<file path="config.mk">
export PLATFORM = sky130hd
export DESIGN_NAME = vector_macn_flat
export DESIGN_NICKNAME = d
export VERILOG_FILES = /design/src/rtl/vector_macn_if.sv /design/src/rtl/vector_macn.sv /design/src/flat_wrapper.sv
export SDC_FILE = /design/constraint.sdc
export NUM_CORES = 2
export LEC_CHECK = 0
export ABC_AREA = 1
export CORE_MARGIN = 2
export CORE_UTILIZATION = 65
export CTS_BUF_LIST = sky130_fd_sc_hd__clkbuf_16
export CTS_CLUSTER_SIZE = 14
export DETAILED_ROUTE_END_ITERATION = 7
export PLACE_DENSITY_LB_ADDON = 0.3
export SLEW_MARGIN = 20
export SYNTH_ARGS = -nofsm -noshare
export SYNTH_HDL_FRONTEND = slang
export SYNTH_SLANG_ARGS = --single-unit
export TNS_END_PERCENT = 100
</file>
<file path="constraint.sdc">
create_clock -name clk -period 6.3 [get_ports clk]
set_input_delay 1.26 -clock clk [delete_from_list [all_inputs] [get_ports clk]]
set_output_delay 1.26 -clock clk [all_outputs]
set_load 0.05 [all_outputs]
</file>
<file path="src/rtl/vector_macn_if.sv">
// Handshake bundle for vector_macn: beat input (activations, weights, bias)
// and the serialised per-channel result output.
// "slave" is the MAC side; "master" is the fetch/line-buffer side.
interface vector_macn_if #(
    parameter int CPF     = 4,
    parameter int NCH     = 2,
    parameter int DIN_DW  = 8,
    parameter int WW      = 8,
    parameter int BIAS_DW = 16,
    parameter int DOUT_DW = 8,
    parameter int CW      = (NCH > 1) ? $clog2(NCH) : 1
);
    logic                     in_valid;
    logic                     in_ready;
    logic                     in_last;
    logic [DIN_DW*CPF-1:0]    in_data;
    logic [WW*CPF*NCH-1:0]    in_weight;
    logic [BIAS_DW*NCH-1:0]   in_bias;
    logic                     out_valid;
    logic                     out_ready;
    logic [DOUT_DW-1:0]       out_data;
    logic [CW-1:0]            out_ch;
    logic                     out_last;

    modport slave (
        input  in_valid, in_last, in_data, in_weight, in_bias, out_ready,
        output in_ready, out_valid, out_data, out_ch, out_last
    );

    modport master (
        output in_valid, in_last, in_data, in_weight, in_bias, out_ready,
        input  in_ready, out_valid, out_data, out_ch, out_last
    );
endinterface

</file>
<file path="src/rtl/vector_macn.sv">
// Multi-channel vector multiply-accumulate. CPF shared activations per beat,
// NCH channels with private weights; per-channel accumulate over a vector
// ended by in_last, bias add, round/shift, saturate, then serialise one
// channel per cycle on a valid/ready output.
// Optional macro VECTOR_MACN_RELU_EN clamps negative results to zero.
module vector_macn #(
    parameter int CPF       = 4,
    parameter int NCH       = 2,
    parameter int DIN_DW    = 8,
    parameter int WW        = 8,
    parameter int BIAS_DW   = 16,
    parameter int ACC_WIDTH = 32,
    parameter int BIAS_SHL  = 4,
    parameter int OUT_SHR   = 4,
    parameter int DOUT_DW   = 8,
    parameter int CW        = (NCH > 1) ? $clog2(NCH) : 1
) (
    input  logic          clk,
    input  logic          rst,
    vector_macn_if.slave  bus
);
    localparam int PW     = DIN_DW + WW;
    localparam int W2     = ACC_WIDTH + 2;
    localparam int RND_SH = (OUT_SHR > 0) ? OUT_SHR - 1 : 0;
    localparam logic signed [W2-1:0] RND  = (OUT_SHR > 0) ? (W2'(1) <<< RND_SH) : '0;
    localparam logic signed [W2-1:0] SMAX = W2'((64'sd1 <<< (DOUT_DW - 1)) - 64'sd1);
    localparam logic signed [W2-1:0] SMIN = W2'(-(64'sd1 <<< (DOUT_DW - 1)));

    typedef enum logic [1:0] {ST_ACC, ST_FLUSH, ST_LOAD} state_t;

    state_t                      state_q;
    logic [1:0]                  flush_cnt_q;
    logic                        in_ready_q;
    logic                        first_q;
    logic [BIAS_DW*NCH-1:0]      bias_q;

    logic signed [PW-1:0]        prod_q [NCH*CPF];
    logic                        p1_vld_q, p1_first_q;
    logic signed [ACC_WIDTH-1:0] sum_d  [NCH];
    logic signed [ACC_WIDTH-1:0] sum_q  [NCH];
    logic                        p2_vld_q, p2_first_q;
    logic signed [ACC_WIDTH-1:0] acc_q  [NCH];

    logic signed [W2-1:0]        v_d    [NCH];
    logic signed [W2-1:0]        r_d    [NCH];
    logic signed [DOUT_DW-1:0]   res_d  [NCH];
    logic signed [DOUT_DW-1:0]   bank_q [NCH];
    logic                        out_valid_q;
    logic [CW-1:0]               ch_q;

    logic accept, pop, pop_last, load;

    assign bus.in_ready  = in_ready_q & ~rst;
    assign accept        = bus.in_valid & bus.in_ready;
    assign bus.out_valid = out_valid_q;
    assign bus.out_ch    = ch_q;
    assign bus.out_data  = bank_q[ch_q];
    assign bus.out_last  = out_valid_q & (ch_q == CW'(NCH - 1));
    assign pop           = out_valid_q & bus.out_ready;
    assign pop_last      = pop & bus.out_last;
    // The bank may refill in the very cycle its final channel is popped.
    assign load          = (state_q == ST_LOAD) & (~out_valid_q | pop_last);

    // Input control FSM: accept beats, flush the pipeline, hand off to the bank.
    always_ff @(posedge clk) begin
        if (rst) begin
            state_q     <= ST_ACC;
            flush_cnt_q <= '0;
            in_ready_q  <= 1'b1;
            first_q     <= 1'b1;
            bias_q      <= '0;
        end else begin
            case (state_q)
                ST_ACC: begin
                    if (accept) begin
                        first_q <= bus.in_last;
                        if (bus.in_last) begin
                            state_q     <= ST_FLUSH;
                            in_ready_q  <= 1'b0;
                            flush_cnt_q <= '0;
                            bias_q      <= bus.in_bias;
                        end
                    end
                end
                ST_FLUSH: begin
                    if (flush_cnt_q == 2'd2) begin
                        state_q <= ST_LOAD;
                    end else begin
                        flush_cnt_q <= flush_cnt_q + 2'd1;
                    end
                end
                ST_LOAD: begin
                    if (load) begin
                        state_q    <= ST_ACC;
                        in_ready_q <= 1'b1;
                    end
                end
                default: state_q <= ST_ACC;
            endcase
        end
    end

    // P1: register every activation x weight product.
    always_ff @(posedge clk) begin
        if (rst) begin
            p1_vld_q   <= 1'b0;
            p1_first_q <= 1'b0;
            for (int unsigned k = 0; k < NCH * CPF; k++) prod_q[k] <= '0;
        end else begin
            p1_vld_q   <= accept;
            p1_first_q <= first_q;
            if (accept) begin
                for (int unsigned k = 0; k < NCH * CPF; k++) begin
                    prod_q[k] <= PW'($signed(bus.in_data[DIN_DW*(k % CPF) +: DIN_DW]))
                               * PW'($signed(bus.in_weight[WW*k +: WW]));
                end
            end
        end
    end

    // Per-channel sum of the CPF products, sign-extended to accumulator width.
    always_comb begin
        for (int unsigned c = 0; c < NCH; c++) begin
            sum_d[c] = '0;
            for (int unsigned i = 0; i < CPF; i++) begin
                sum_d[c] = sum_d[c] + ACC_WIDTH'(prod_q[c*CPF + i]);
            end
        end
    end

    // P2: register the per-channel sums.
    always_ff @(posedge clk) begin
        if (rst) begin
            p2_vld_q   <= 1'b0;
            p2_first_q <= 1'b0;
            for (int unsigned c = 0; c < NCH; c++) sum_q[c] <= '0;
        end else begin
            p2_vld_q   <= p1_vld_q;
            p2_first_q <= p1_first_q;
            for (int unsigned c = 0; c < NCH; c++) sum_q[c] <= sum_d[c];
        end
    end

    // P3: accumulate; the first beat of a vector loads instead of adding.
    always_ff @(posedge clk) begin
        if (rst) begin
            for (int unsigned c = 0; c < NCH; c++) acc_q[c] <= '0;
        end else if (p2_vld_q) begin
            for (int unsigned c = 0; c < NCH; c++) begin
                acc_q[c] <= p2_first_q ? sum_q[c] : acc_q[c] + sum_q[c];
            end
        end
    end

    // Bias add, rounding shift and saturation of each channel's accumulator.
    always_comb begin
        for (int unsigned c = 0; c < NCH; c++) begin
            v_d[c] = W2'(acc_q[c])
                   + (W2'($signed(bias_q[c*BIAS_DW +: BIAS_DW])) <<< BIAS_SHL);
            r_d[c] = (v_d[c] + RND) >>> OUT_SHR;
            if (r_d[c] > SMAX) begin
                res_d[c] = SMAX[DOUT_DW-1:0];
            end else if (r_d[c] < SMIN) begin
                res_d[c] = SMIN[DOUT_DW-1:0];
            end else begin
                res_d[c] = r_d[c][DOUT_DW-1:0];
            end
`ifdef VECTOR_MACN_RELU_EN
            if (res_d[c] < 0) res_d[c] = '0;
`endif
        end
    end

    // Output bank: load finished results, then pop one channel per handshake.
    always_ff @(posedge clk) begin
        if (rst) begin
            out_valid_q <= 1'b0;
            ch_q        <= '0;
            for (int unsigned c = 0; c < NCH; c++) bank_q[c] <= '0;
        end else if (load) begin
            out_valid_q <= 1'b1;
            ch_q        <= '0;
            for (int unsigned c = 0; c < NCH; c++) bank_q[c] <= res_d[c];
        end else if (pop) begin
            if (pop_last) begin
                out_valid_q <= 1'b0;
                ch_q        <= '0;
            end else begin
                ch_q <= ch_q + CW'(1);
            end
        end
    end
endmodule

</file>
<file path="src/flat_wrapper.sv">
// flat-port wrapper written by rule: the top's interface ports become plain ports
module vector_macn_flat 
#(
    parameter int CPF       = 4,
    parameter int NCH       = 2,
    parameter int DIN_DW    = 8,
    parameter int WW        = 8,
    parameter int BIAS_DW   = 16,
    parameter int ACC_WIDTH = 32,
    parameter int BIAS_SHL  = 4,
    parameter int OUT_SHR   = 4,
    parameter int DOUT_DW   = 8,
    parameter int CW        = (NCH > 1) ? $clog2(NCH) : 1
)
  (clk, rst, bus_in_valid, bus_in_last, bus_in_data, bus_in_weight, bus_in_bias, bus_out_ready, bus_in_ready, bus_out_valid, bus_out_data, bus_out_ch, bus_out_last);
  vector_macn_if #(.CPF(CPF), .NCH(NCH), .DIN_DW(DIN_DW), .WW(WW), .BIAS_DW(BIAS_DW), .DOUT_DW(DOUT_DW), .CW(CW)) bus_i ();
  input  logic clk;
  input  logic rst;
  input wire logic [$bits(bus_i.in_valid)-1:0] bus_in_valid;
  input wire logic [$bits(bus_i.in_last)-1:0] bus_in_last;
  input wire logic [$bits(bus_i.in_data)-1:0] bus_in_data;
  input wire logic [$bits(bus_i.in_weight)-1:0] bus_in_weight;
  input wire logic [$bits(bus_i.in_bias)-1:0] bus_in_bias;
  input wire logic [$bits(bus_i.out_ready)-1:0] bus_out_ready;
  output wire logic [$bits(bus_i.in_ready)-1:0] bus_in_ready;
  output wire logic [$bits(bus_i.out_valid)-1:0] bus_out_valid;
  output wire logic [$bits(bus_i.out_data)-1:0] bus_out_data;
  output wire logic [$bits(bus_i.out_ch)-1:0] bus_out_ch;
  output wire logic [$bits(bus_i.out_last)-1:0] bus_out_last;
  assign bus_i.in_valid = bus_in_valid;
  assign bus_i.in_last = bus_in_last;
  assign bus_i.in_data = bus_in_data;
  assign bus_i.in_weight = bus_in_weight;
  assign bus_i.in_bias = bus_in_bias;
  assign bus_i.out_ready = bus_out_ready;
  assign bus_in_ready = bus_i.in_ready;
  assign bus_out_valid = bus_i.out_valid;
  assign bus_out_data = bus_i.out_data;
  assign bus_out_ch = bus_i.out_ch;
  assign bus_out_last = bus_i.out_last;
  vector_macn #(.CPF(CPF), .NCH(NCH), .DIN_DW(DIN_DW), .WW(WW), .BIAS_DW(BIAS_DW), .ACC_WIDTH(ACC_WIDTH), .BIAS_SHL(BIAS_SHL), .OUT_SHR(OUT_SHR), .DOUT_DW(DOUT_DW), .CW(CW)) u_core (.clk(clk), .rst(rst), .bus(bus_i));
endmodule
</file>
==> summary.txt <==
GR Util met2: 54.82%
FF-to-FF setup slack: 1880 ps
most frequent cell after synthesis: inv_1
DRC: 0
area leader, netlist: fa_1
met3 usage: 3.216%
Hold Fails Final Rpt: 0
Peak VDD IR: 445.3 uV
largest net degree at the start of global routing: 81
RSZ-0062 raised after global routing: false
Synth-to-Final Area Change: 8.531%
final worst setup slack: 594.4 ps
power share of the clock group: 11.9%
placed cells: 6890
WHS Endpoint: u_core.p2_first_q
NumNets Final: 7094
Die Wd: 264.0 microns
Iteration-0 DRC Markers: 2886
type of origin of the critical path: primary input
Mapped Nets: 7002
Initial Utilization: 65.55%
setup TNS: 0 ps
fin crit share: 90.56%
DRT antenna net count: 0
Max Clk Rate: 175.3 MHz
layout cells sized above 1: 3.269%
mapped cell area: 43940 sq um
placed cell area: 46380 sq um
die span in y: 264.0 microns
Setup CP Type: primary input to register
max cap viols: 0
Clock Skew: 32.15 ps
Sw Share: 51.95%
predominant post-synthesis flop cell: edfxtp_1
busiest grt layer: met2
Critical R2R Launch: u_core.prod_q[0][81]
hold depth: 2
Synth cell types: 52
status: completed
synth cell count leaders: 1482 x inv_1, 1324 x nand2_1, 499 x nor2_1
hold_buf cts: 0
Avg WL per Cell: 15.31 microns
Critical Path Sink Type: register
H-tree Lvls: 2
Overflow after GRT: 0
Inserted Clock Buffers: 39
Root Buffer: clkbuf_16
CTS tree: built
vias in the first global route: 37960
worst reg2reg endpoint: u_core.sum_q[0][59]
Hold Crit Class: register to register
Port Buf Inserts: 144
PD cells: 403.6 nW/um^2
Avg Inst Size Synth: 7.366 sq um
DRT Wirelength: 106600 microns
Post-CTS Resized: 0
Psw: 10.00 mW
crit path DAT: 6020 ps
via count: 37800
RD Place Congestion: 0.9847
TritonCTS Sinks: 317
met1 GRT Util: 39.12%
r2r worst-path depth: 21
sequential power share: 16.8%
Slew @ Worst Pin: 1058 ps
Core ar.: 67040 sq um
fin crit period: 5706 ps
post-route insts no fill: 6961
total global-route track usage: 31.27%
first-pass GRT wire length: 178900 microns
Inserted Diodes: 0
Required @ worst endpoint: 6610 ps
initial antenna violation count: 1
Yosys warnings: 0
cell count after synthesis: 5966
router iterations before antenna repair: 6
fin area: 47690 sq um
clk buf depth: 3
Seq/Total Area, Yosys: 19.18%
die area: 69700 sq um
number of synthesized flops with an enable pin: 208
dpl hpwl: 87170 microns
setup bufs post-CTS: 0
Internal: 9.249 mW
ranking of synthesized cells by area: fa_1 22%, edfxtp_1 14%, inv_1 13%
Via density: 5.430
leakage power: 27.00 nW
clock-pin slew on the worst setup and hold paths: 70 ps
io pins: 145
Pins Over Slew Limit: 0
ys async rst share: 0%
Synth top area share: 21.87%
Row Count: 95
Final setup viols: 0
Slew headroom: 29.08%
HP Start: u_core.p1_first_q
pre-CTS worst setup slack: 117.7 ps
Logic pwr share: 71.2%
Clock Latency Late Sink: 580 ps
Fillers: 5363
CP max FO: 10
synthesized flop and latch total: 317
## logic make-up after synthesis
logic type               share of synthesized area, %
AO/OA/AOI/OAI                                   10.01
flip-flops                                      19.18
buffers and inverters                           14.07
multiplexers                                   0.2050
adder cells (fa/ha/maj)                         33.91
AND/OR/NAND/NOR                                 19.81
XOR/XNOR                                        2.810
## metrics by stage
step	total power [mW]	hold slack [ps]	utilization, %
floorplan	13.40	388.3	-
global placement	16.22	388.3	69.18
detailed placement	16.67	397.5	69.18
CTS	19.13	409.7	71.13
global route	21.29	427.2	71.14
finish	19.25	406.6	71.14
## layer usage
layer / vias to the layer above / part of all wire (%)
met5: - / 0
li1: 18470 / -
met1: 17770 / 40
met4: 0 / 4.6
met3: 279 / 6.1
met2: 1275 / 49
## sequential cells by signal, summed over array words and instances, names as in the netlist, 2 cells and up, named ones only
| signal | flops |
|---|---|
| u_core.state_q | 2 |
| u_core.flush_cnt_q | 2 |
| u_core.bias_q | 32 |
| u_core.prod_q | 128 |
| u_core.bank_q | 16 |
| u_core.acc_q | 64 |
| u_core.sum_q | 64 |
## cells in the final DEF, fill, tap and decap left out, types with 9 or more instances in the layout
| master | n |
|---|---|
| nor2_1 | 499 |
| fa_1 | 480 |
| nor3_1 | 32 |
| edfxtp_1 | 208 |
| dfxtp_1 | 108 |
| a31oi_1 | 20 |
| inv_1 | 1486 |
| ha_1 | 423 |
| a21boi_0 | 12 |
| nand3_1 | 186 |
| xor2_1 | 78 |
| nand2_2 | 15 |
| buf_4 | 62 |
| o21a_1 | 30 |
| clkbuf_16 | 44 |
| nand4_1 | 47 |
| clkdlybuf4s50_1 | 143 |
| nand3_2 | 11 |
| o21bai_1 | 21 |
| a21o_1 | 19 |
| inv_2 | 9 |
| o211ai_1 | 14 |
| o21ai_1 | 11 |
| a21oi_1 | 366 |
| nand2_1 | 1321 |
| xnor2_1 | 63 |
| nor2_2 | 11 |
| o21ai_0 | 265 |
## power by group through the flow
stage	combinational (mW)	clock (mW)	sequential (mW)
after detailed placement	13.4	0	3.27
after CTS	13.6	2.31	3.23
after global routing	15.6	2.38	3.27
final	13.7	2.30	3.24
after global placement	13.0	0	3.26
after floorplan	10.3	0	3.09
## worst max-delay path by stage
stage / cells after the start / startpoint / slack (ps) / to
2_1_floorplan: 5 / rst / 340 / u_core.prod_q[0][0]
3_3_place_gp: 20 / bus_in_data[3] / 290 / u_core.prod_q[0][79]
3_5_place_dp: 18 / bus_in_data[15] / 120 / u_core.prod_q[0][94]
4_1_cts: 18 / bus_in_data[15] / 680 / u_core.prod_q[0][94]
5_1_grt: 19 / bus_in_data[14] / 290 / u_core.prod_q[0][94]
6_report: 18 / bus_in_data[15] / 590 / u_core.prod_q[0][94]
## area by class of cell
type | instances | area (sq um) | share of cell area [%]
Tap cell | 873 | 1092 | 2.290
Timing Repair Buffer | 207 | 1922 | 4.030
Inverter | 1490 | 5593 | 11.73
Clock buffer | 44 | 1101 | 2.309
Sequential cell | 317 | 8429 | 17.67
Clock inverter | 27 | 202.7 | 0.4250
Multi-Input combinational cell | 4003 | 29350 | 61.54
## critical path, stage by stage
cell and delay (ps):
clkdlybuf4s50_1 530, buf_4 240, nand2_1 70, inv_1 100, fa_1 710, inv_1 130
fa_1 570, fa_1 420, fa_1 480, inv_1 40, ha_1 320, a21oi_1 160
a21boi_0 350, nor2_1 60, o21ai_0 200, nand2_1 100, o21ai_0 200, a21oi_1 70
(Power assumes the default switching activity.)
